<file path="config.mk">
export PLATFORM = sky130hd
export DESIGN_NAME = baud_ctrl_flat
export DESIGN_NICKNAME = d
export VERILOG_FILES = /design/src/rtl/uart_pkg.sv /design/src/rtl/baud_ctrl_if.sv /design/src/rtl/baud_tick_div.sv /design/src/rtl/baud_ctrl.sv /design/src/flat_wrapper.sv
export SDC_FILE = /design/constraint.sdc
export NUM_CORES = 1
export LEC_CHECK = 0
export ABC_AREA = 0
export CAP_MARGIN = 20
export CORE_MARGIN = 2
export CORE_UTILIZATION = 35
export DETAILED_ROUTE_END_ITERATION = 12
export GPL_TIMING_DRIVEN = 0
export PLACE_DENSITY = 0.63
export SYNTH_ARGS = -nofsm -noshare
export SYNTH_HDL_FRONTEND = slang
export SYNTH_SLANG_ARGS = --single-unit
</file>
<file path="constraint.sdc">
create_clock -name clock -period 5.45 [get_ports clock]
set_input_delay 1.09 -clock clock [delete_from_list [all_inputs] [get_ports clock]]
set_output_delay 1.09 -clock clock [all_outputs]
set_load 0.01 [all_outputs]
</file>
<file path="src/rtl/uart_pkg.sv">
// uart_pkg -- shared definitions for the UART baud/tx/rx blocks.
// Holds the rate codes, the default 16x-oversample divisors for a 50 MHz
// clock, the baud controller FSM state encoding and a divisor range check.
package uart_pkg;

  typedef logic [1:0] rate_t;

  localparam rate_t RATE_2400  = 2'b00;
  localparam rate_t RATE_4800  = 2'b01;
  localparam rate_t RATE_9600  = 2'b10;
  localparam rate_t RATE_19200 = 2'b11;

  localparam int unsigned DEF_DIV0 = 1302;
  localparam int unsigned DEF_DIV1 = 651;
  localparam int unsigned DEF_DIV2 = 326;
  localparam int unsigned DEF_DIV3 = 163;

  localparam logic [1:0] ST_OFF   = 2'd0;
  localparam logic [1:0] ST_RUN   = 2'd1;
  localparam logic [1:0] ST_DRAIN = 2'd2;
  localparam logic [1:0] ST_LOAD  = 2'd3;

  // A divisor of 1 would make the divide counter sit permanently at its
  // terminal value, and the counter is only 16 bits wide.
  function automatic bit div_ok(input int unsigned d);
    return (d >= 2) && (d < 65536);
  endfunction

endpackage

</file>
<file path="src/rtl/baud_ctrl_if.sv">
// baud_ctrl_if -- rate-change handshake, busy inputs and tick/status outputs
// of the baud controller.
//   cfg_valid/cfg_rate/cfg_ready : rate-change request handshake
//   tx_busy/rx_busy              : transmitter/receiver mid-frame flags
//   tick16/tick1                 : oversample and bit-rate enable pulses
//   rate_cur/cfg_pending         : rate in use, change-in-progress flag
// slave is the controller side, master is the requester/UART side.
interface baud_ctrl_if;
  import uart_pkg::*;

  logic  cfg_valid;
  rate_t cfg_rate;
  logic  cfg_ready;
  logic  tx_busy;
  logic  rx_busy;
  logic  tick16;
  logic  tick1;
  rate_t rate_cur;
  logic  cfg_pending;

  modport slave (
    input  cfg_valid, cfg_rate, tx_busy, rx_busy,
    output cfg_ready, tick16, tick1, rate_cur, cfg_pending
  );

  modport master (
    output cfg_valid, cfg_rate, tx_busy, rx_busy,
    input  cfg_ready, tick16, tick1, rate_cur, cfg_pending
  );

endinterface

</file>
<file path="src/rtl/baud_tick_div.sv">
// baud_tick_div -- divide counter plus 4-bit sub-counter.
//   clock, reset_n : system clock, asynchronous active-low reset
//   clear          : hold both counters at 0 and suppress ticks
//   div            : divide ratio (>= 2)
//   tick16         : one-cycle pulse every div clocks
//   tick1          : one-cycle pulse on every 16th tick16
module baud_tick_div (
  input  logic        clock,
  input  logic        reset_n,
  input  logic        clear,
  input  logic [15:0] div,
  output logic        tick16,
  output logic        tick1
);

  logic [15:0] div_cnt;
  logic [3:0]  sub_cnt;
  logic        at_top;

  assign at_top = (div_cnt == (div - 16'd1));
  // Ticks are gated by clear so a stale count never fires during a reload.
  assign tick16 = !clear && at_top;
  assign tick1  = tick16 && (sub_cnt == 4'd15);

  always_ff @(posedge clock or negedge reset_n) begin
    if (!reset_n) begin
      div_cnt <= 16'd0;
      sub_cnt <= 4'd0;
    end else if (clear) begin
      div_cnt <= 16'd0;
      sub_cnt <= 4'd0;
    end else begin
      div_cnt <= at_top ? 16'd0 : div_cnt + 16'd1;
      if (tick16) sub_cnt <= sub_cnt + 4'd1;
    end
  end

endmodule

</file>
<file path="src/rtl/baud_ctrl.sv">
// baud_ctrl -- baud tick generator with glitch-free rate changes.
//   clock, reset_n : system clock, asynchronous active-low reset
//   enable         : run request; low stops ticks
//   bus            : baud_ctrl_if.slave (rate handshake, busy flags, ticks,
//                    current rate, pending flag)
// A rate change accepted while running waits in DRAIN until neither the
// transmitter nor the receiver is mid-frame, then LOAD swaps the rate and
// restarts the divider, so no frame ever sees two bit rates.
module baud_ctrl
  import uart_pkg::*;
#(
  parameter int unsigned DIV0       = DEF_DIV0,
  parameter int unsigned DIV1       = DEF_DIV1,
  parameter int unsigned DIV2       = DEF_DIV2,
  parameter int unsigned DIV3       = DEF_DIV3,
  parameter rate_t       RESET_RATE = RATE_9600
) (
  input  logic        clock,
  input  logic        reset_n,
  input  logic        enable,
  baud_ctrl_if.slave  bus
);

  if (!div_ok(DIV0) || !div_ok(DIV1) || !div_ok(DIV2) || !div_ok(DIV3)) begin : g_bad_div
    $error("baud_ctrl: every divisor must be >= 2 and < 65536");
  end

  logic [1:0]  state;
  rate_t       rate_cur;
  rate_t       pending;
  logic        accept;
  logic        clear;
  logic [15:0] div_sel;

  assign bus.cfg_ready   = (state == ST_OFF) || (state == ST_RUN);
  assign bus.cfg_pending = (state == ST_DRAIN) || (state == ST_LOAD);
  assign bus.rate_cur    = rate_cur;
  assign accept          = bus.cfg_valid && bus.cfg_ready;
  assign clear           = (state == ST_OFF) || (state == ST_LOAD);

  always_comb begin
    div_sel = 16'(DIV2);
    case (rate_cur)
      RATE_2400:  div_sel = 16'(DIV0);
      RATE_4800:  div_sel = 16'(DIV1);
      RATE_9600:  div_sel = 16'(DIV2);
      RATE_19200: div_sel = 16'(DIV3);
      default:    div_sel = 16'(DIV2);
    endcase
  end

  baud_tick_div u_div (
    .clock   (clock),
    .reset_n (reset_n),
    .clear   (clear),
    .div     (div_sel),
    .tick16  (bus.tick16),
    .tick1   (bus.tick1)
  );

  // While stopped (or being stopped) there is no frame to protect, so an
  // accepted rate takes effect at once; dropping enable in DRAIN applies the
  // waiting rate on the way to OFF.
  always_ff @(posedge clock or negedge reset_n) begin
    if (!reset_n) begin
      state    <= ST_OFF;
      rate_cur <= RESET_RATE;
      pending  <= RESET_RATE;
    end else begin
      if (accept) pending <= bus.cfg_rate;
      case (state)
        ST_OFF: begin
          if (accept) rate_cur <= bus.cfg_rate;
          if (enable) state <= ST_RUN;
        end
        ST_RUN: begin
          if (!enable) begin
            state <= ST_OFF;
            if (accept) rate_cur <= bus.cfg_rate;
          end else if (accept) begin
            state <= ST_DRAIN;
          end
        end
        ST_DRAIN: begin
          if (!enable) begin
            state    <= ST_OFF;
            rate_cur <= pending;
          end else if (!bus.tx_busy && !bus.rx_busy) begin
            state <= ST_LOAD;
          end
        end
        ST_LOAD: begin
          rate_cur <= pending;
          state    <= enable ? ST_RUN : ST_OFF;
        end
        default: state <= ST_OFF;
      endcase
    end
  end

endmodule

</file>
<file path="src/flat_wrapper.sv">
// flat-port wrapper written by rule: the top's interface ports become plain ports
module baud_ctrl_flat import uart_pkg::*;
#(
  parameter int unsigned DIV0       = DEF_DIV0,
  parameter int unsigned DIV1       = DEF_DIV1,
  parameter int unsigned DIV2       = DEF_DIV2,
  parameter int unsigned DIV3       = DEF_DIV3,
  parameter rate_t       RESET_RATE = RATE_9600
)
  (clock, reset_n, enable, bus_cfg_valid, bus_cfg_rate, bus_tx_busy, bus_rx_busy, bus_cfg_ready, bus_tick16, bus_tick1, bus_rate_cur, bus_cfg_pending);
  baud_ctrl_if bus_i ();
  input  logic clock;
  input  logic reset_n;
  input  logic enable;
  input wire logic [$bits(bus_i.cfg_valid)-1:0] bus_cfg_valid;
  input wire logic [$bits(bus_i.cfg_rate)-1:0] bus_cfg_rate;
  input wire logic [$bits(bus_i.tx_busy)-1:0] bus_tx_busy;
  input wire logic [$bits(bus_i.rx_busy)-1:0] bus_rx_busy;
  output wire logic [$bits(bus_i.cfg_ready)-1:0] bus_cfg_ready;
  output wire logic [$bits(bus_i.tick16)-1:0] bus_tick16;
  output wire logic [$bits(bus_i.tick1)-1:0] bus_tick1;
  output wire logic [$bits(bus_i.rate_cur)-1:0] bus_rate_cur;
  output wire logic [$bits(bus_i.cfg_pending)-1:0] bus_cfg_pending;
  assign bus_i.cfg_valid = bus_cfg_valid;
  assign bus_i.cfg_rate = bus_cfg_rate;
  assign bus_i.tx_busy = bus_tx_busy;
  assign bus_i.rx_busy = bus_rx_busy;
  assign bus_cfg_ready = bus_i.cfg_ready;
  assign bus_tick16 = bus_i.tick16;
  assign bus_tick1 = bus_i.tick1;
  assign bus_rate_cur = bus_i.rate_cur;
  assign bus_cfg_pending = bus_i.cfg_pending;
  baud_ctrl #(.DIV0(DIV0), .DIV1(DIV1), .DIV2(DIV2), .DIV3(DIV3), .RESET_RATE(RESET_RATE)) u_core (.clock(clock), .reset_n(reset_n), .enable(enable), .bus(bus_i));
endmodule
</file>
==> flow_summary.yaml <==
run_status:
  status: "complete, no violations"
timing:
  max_freq_mhz: 250
  skew_ns: 0.00746
  layout_min_cycle_time_ns: 4.01
  slew-limit-headroom_pct: 38.2
  tightest_slew_ns: 0.919
  final-setup-viol-count: 0
  rsz0062_at_grt: "false"
  maxSlewViolCount: 0
  period_share_pct: 73.5
  fin_tns_setup_ns: 0
  hold_viol: 0
critical_path:
  worstPathMaxFanout: 3
  r2r-start: "u_core.bus.rate_cur[1]"
  setup.worst_path.start: "u_core.u_div.div_cnt[13]"
  critPathMaxStageDelay_ns: 0.54
  critPathLaunchType: "flop"
  worstPathArrival_ns: 2.92
  reg2reg_slack_ns: 2.86
  crit_type: "reg -> out"
  critPathSlowestCell: "or4_1"
  critPathRequiredTime_ns: 4.36
  worstSetupEndpointType: "output port"
  reg2reg_depth: 8
  worstPathCellList: "or4_1 -> a211oi_2 -> or3b_1 -> nor4_1 -> and4_1 -> clkdlybuf4s50_1"
  worstReg2RegEnd: "u_core.u_div.div_cnt[10]"
floorplan:
  start_util_pct: 37.1
  design.core.area_sq_um: 4090
  row_count: 23
  die_y_microns: 69.8
  dieArea_sq_um: 4870
  io_pins: 14
  die_w_microns: 69.8
yosys:
  syn-num-nets: 175
  syn_area_sq_um: 1520
  synthTopCellsByArea: "dfrtp_1 (40%), ha_1 (5.8%), nor2_1 (5.2%)"
  yosysTopAreaCell: "dfrtp_1"
  yosysTopAreaCellShare_pct: 39.6
  synth_edf_count: 0
  ys_seq_area_share_pct: 43.1
  synth_warnings: 0
  synth_async_sr_flop_share_pct: 100
  synth_top_flop_cell: "dfrtp_1"
  ys_types: 39
  syn_area_per_cell_sq_um: 9.47
  syn_inst: 160
  synth_seq_cells: 26
grt:
  grt_overflow: 0
  grt_use_total_pct: 13.5
  grt_pass1_wl_microns: 5310
  antenna_found_initial: 0
  grt_max_degree: 19
  grt_pass1_vias: 1228
finish:
  mostFrequentLayoutCells: "dfrtp_1 (24), nor2_1 (21), clkdlybuf4s50_1 (13)"
  layout_commonest_cell: "dfrtp_1"
  nFillCells: 395
  drive_gt1_share_pct: 7.87
  diodes: 0
  num-nets-final: 194
  synthToLayoutAreaGrowth_pct: 17.5
  fin_cells: 228
placed_design:
  place_inst: 224
  numPortBuffers: 13
  dpl.hpwl_microns: 2300
  gp_congestion: 0.756
drt:
  wl_per_cell_microns: 13.3
  dr.first_iter.drc_count: 44
  first_pass_iters: 5
  ant_nets: 0
  drc: 0
  routed_wl_microns: 3020
  routed_via_density: 5.27
  vias: 1201
clocking:
  clk_latency_ns: 0.27
  path_clk_slew_ns: 0.09
  htree_levels: 1
  post_cts_buffers: 0
  cts_root_buf: "clkbuf_8"
  cts_made_buffers: 3
  cts_hold_buf: 0
  cts_resized: 0
  cts_max_path_buffers: 2
  cts_tree: "built"
  cts_sinks: 26
worst_hold_path:
  whs_path_depth: 1
  hold_path_end: "u_core.pending[0]"
  worstHoldPathType: "reg -> reg"
  hold_start: "u_core.pending[0]"
power:
  p_leak_nw: 0.735
  p_per_area_nw_per_um2: 380
  ir_worst_vdd_v: 0.000209
job:
  maxCapViolations: 0
-- how the worst max path moves through the flow --
stage	end	slack [ns]
after floorplan	bus_tick1	2.14
after global routing	bus_tick1	1.21
after detailed placement	bus_tick1	1.72
final	bus_tick1	1.44
after global placement	bus_tick1	1.72
after CTS	bus_tick1	1.42
-- area by class of cell --
type	instances	area [sq um]	area share, %
multi-input cells	119	802	45.0
flip-flops and latches	26	653	36.7
well taps	50	62.6	3.51
repair buffers	14	158	8.85
inverters	9	33.8	1.90
plain buffers	6	26.3	1.48
clock buffers	4	45.0	2.53
-- stage by stage --
step                hold slack, ns  area, sq um  setup slack (ns)  utilization (%)  power [mW]
finish                       0.518         1780              1.44             43.6       0.677
global placement             0.489         1710              1.72             41.8       0.553
detailed placement           0.502         1740              1.72             42.5       0.569
CTS                          0.522         1780              1.42             43.6       0.683
floorplan                    0.479         1520              2.14                -       0.465
global route                 0.565         1780              1.21             43.6       0.737
-- metal layers --
layer | global-route usage [%] | share of wire, % | vias to the layer above
li1 | - | - | 602
met2 | 23.9 | 52 | 14
met3 | 3.05 | 1.9 | 4
met4 | 5.13 | 1.0 | 0
met5 | 0 | 0 | -
met1 | 15.7 | 45 | 581
-- where the power goes --
part           internal (mW)  leakage (nW)  switching [mW]
Combinational          0.130         0.366           0.175
Clock                 0.0524        0.0228          0.0604
Sequential             0.230         0.347          0.0301
-- cell families after synthesis --
logic type,Yosys count,synth area share [%]
AND/OR/NAND/NOR,69,25.2
XOR/XNOR,14,8.09
multiplexers,5,3.47
adder cells (fa/ha/maj),7,5.78
flip-flops,26,43.1
buffers and inverters,15,3.96
AO/OA/AOI/OAI,24,10.4
-- sequential cells by signal, indices dropped and copies added (netlist names) --
name,count
u_core.bus.rate_cur,2
u_core.pending,2
u_core.state,2
u_core.u_div.div_cnt,16
u_core.u_div.sub_cnt,4
-- cells in the mapped netlist, types with 4 or more instances --
library cell,number
nand3_1,9
inv_1,9
xor2_1,9
nor3_1,4
o21ai_0,5
a21oi_1,7
nor2_1,21
xnor2_1,5
nand2_1,8
dfrtp_1,24
ha_1,7
-- worst max-delay path: cells and delay by family, from the launching register on --
| family | cells | cell delay, ns |
|---|---|---|
| compound gates | 1 | 0.21 |
| flops | 1 | 0.41 |
| buf+inv | 1 | 0.53 |
| simple gates | 4 | 1.49 |
(Power assumes the default switching activity.)
==> patch, RTL diff (same flow settings) <==
Make the reset (`reset_n`) synchronous in 2 clocked blocks. Comments in the files are not updated.
--- a/src/rtl/baud_tick_div.sv
+++ b/src/rtl/baud_tick_div.sv
@@ -22,7 +22,7 @@
   assign tick16 = !clear && at_top;
   assign tick1  = tick16 && (sub_cnt == 4'd15);
 
-  always_ff @(posedge clock or negedge reset_n) begin
+  always_ff @(posedge clock) begin
     if (!reset_n) begin
       div_cnt <= 16'd0;
       sub_cnt <= 4'd0;
--- a/src/rtl/baud_ctrl.sv
+++ b/src/rtl/baud_ctrl.sv
@@ -61,7 +61,7 @@
   // While stopped (or being stopped) there is no frame to protect, so an
   // accepted rate takes effect at once; dropping enable in DRAIN applies the
   // waiting rate on the way to OFF.
-  always_ff @(posedge clock or negedge reset_n) begin
+  always_ff @(posedge clock) begin
     if (!reset_n) begin
       state    <= ST_OFF;
       rate_cur <= RESET_RATE;
Behaviour: differs if reset_n is asserted again (counterexample within 4 cycles, from zero or initial values and one cycle with reset_n low); with reset_n held inactive, the same outputs for 10 cycles.
==> patch against the unedited design <==
Setup slack improved by 0.29 ns. Design area is 9.7% lower. Routed wire length fell by 15%. Synthesized cell count rose by 1.3%. Die area is 8.6% lower. Sequential cell count stayed put. Synthesized area decreased by 9.2%. Maximum frequency is 7.7% higher.
Power is not compared: it rests on default switching activity, and its combinational part moved more than twofold at a synthesized area within 25%.
==> patch: results (changes against the unedited design) <==
Run status: finished, final reports clean (unchanged). The detailed-route vias per instance is 5.08 (was 5.27). The wire length of the first global-routing pass came out at 4680 um (was 5310 um).

The met1 layer usage reported by global route came to 16.5% (was 15.7%). The mux cell area share after synthesis is 4.45% (was 3.47%). The number of nets in the finished design is 194 (unchanged). The maximum number of pins on one net before global-route repair came out at 14 (was 19). The overall power consumption is 0.000358 W. The share of synthesized cell area in full adder, half adder and majority cells is 5.45% (was 5.78%).

The worst setup timing slack at the placement stage came out at 2.01 ns (was 1.72 ns). The distinct cell type count of the synthesized netlist is 38 (was 39). The global routing met2 resource utilization came out at 23.3% (was 23.9%). The clock tree root buffer cell is clkbuf_8 (unchanged). The maximum level of the CTS H-tree came out at 1 (unchanged).

The final weighted congestion of routability-driven global placement came out at 0.748 (was 0.756). The total routing usage reported by global routing came to 13.6% (was 13.5%). The number of warnings reported in the yosys synthesis log came out at 0 (unchanged). The synthesized netlist net count is 176 (was 175). The HPWL reported at the end of detailed placement came to 1980 um (was 2300 um).

The worst setup skew after layout is 0.00611 ns (was 0.00746 ns). The sequential-to-total area share from yosys stat was 37.8% (was 43.1%). Largest registers: u_core.u_div.div_cnt (16), u_core.u_div.sub_cnt (4) (unchanged). The length of routed met2 wiring is 1200 um (was 1580 um). The number of buffers inserted by port buffering came out at 13 (unchanged). The clock latency reported for the late side of the worst-skew pair came to 0.27 ns (about the same). The compound-gate portion of the synthesized area came out at 12.5% (was 10.4%).

The global routing usage on met3 is 2.53% (was 3.05%). The clock-pin transition on the worst setup and hold timing paths is 0.09 ns (about the same). The final period demand of the worst path is 3.72 ns (was 4.01 ns). The iteration-0 DRC count of the detailed router came out at 22 (was 44).

The final cell count without fillers is 226 (was 228). The gate count of the mapped netlist came to 162 (was 160). The XOR/XNOR share of the synthesized area is 8.91% (was 8.09%). The routed length on met1 is 1250 um (was 1350 um).

Top cells by area, synth: dfxtp_1 38%, nor2_1 7.4%, xor2_1 7.0% (was dfrtp_1 40%, ha_1 5.8%, nor2_1 5.2%). The initial antenna violation count was 0 (unchanged). The worst relative slew slack is 68.6% (was 38.2%). The via count of the first global-routing pass was 1097 (was 1228). The share of synthesized flip-flops with an asynchronous set or reset is 0% (was 100%).

The largest driver fanout on the critical path is 10 (was 3). The flip-flop cell with the highest count after synthesis was dfxtp_1 (was dfrtp_1). The worst hold path class is reg2reg (unchanged). The buffer depth of the longest clock path came to 2 (unchanged). Top cells by count, synth: 27 x nor2_1, 26 x dfxtp_1, 11 x xor2_1 (was 24 x dfrtp_1, 21 x nor2_1, 9 x inv_1, 9 x nand3_1, 9 x xor2_1). The number of search-and-repair iterations in the first detailed-routing pass is 4 (was 5). The detailed route wirelength on metal3 is 69 um (was 57 um). The number of antenna diodes came out at 0 (unchanged). The number of hold-slack violations in the final timing report came out at 0 (unchanged). The post-placement cell count came to 223 (was 224). The sum of routed wire length over all layers came out at 2560 um (was 3020 um). The power attributed to the clock group came out at 0.000107 W.

The placement-stage cell area is 1570 um2 (was 1740 um2). The arrival time of the worst setup path is 2.63 ns (was 2.92 ns).
[patch: path summary, 6_finish.rpt]
path / start / end / slack [ns] / cells past startpoint
min reg2reg: u_core.u_div.sub_cnt[3] / u_core.u_div.sub_cnt[3] / 0.48 / 2
min: u_core.u_div.sub_cnt[3] / u_core.u_div.sub_cnt[3] / 0.48 / 2
max reg2reg: u_core.bus.rate_cur[0] / u_core.u_div.div_cnt[4] / 3.25 / 8
max: u_core.bus.rate_cur[0] / bus_tick1 / 1.73 / 8
[patch: area by class of cell]
type	count	area [um2]
timing repair buffer	13	130
clock buffer	3	41.3
fill	387	2110
buffer	6	35.0
tap	48	60.1
multi-input combinational	122	791
inverter	8	30.0
sequential	26	520
[patch: critical path, cell delays in order (launching register included)]
cell	delay, ns
dfxtp_1	0.37
buf_2	0.21
and3b_1	0.18
a31oi_1	0.04
or4_1	0.49
buf_2	0.17
nor2_1	0.18
and3_1	0.19
clkdlybuf4s50_1	0.53
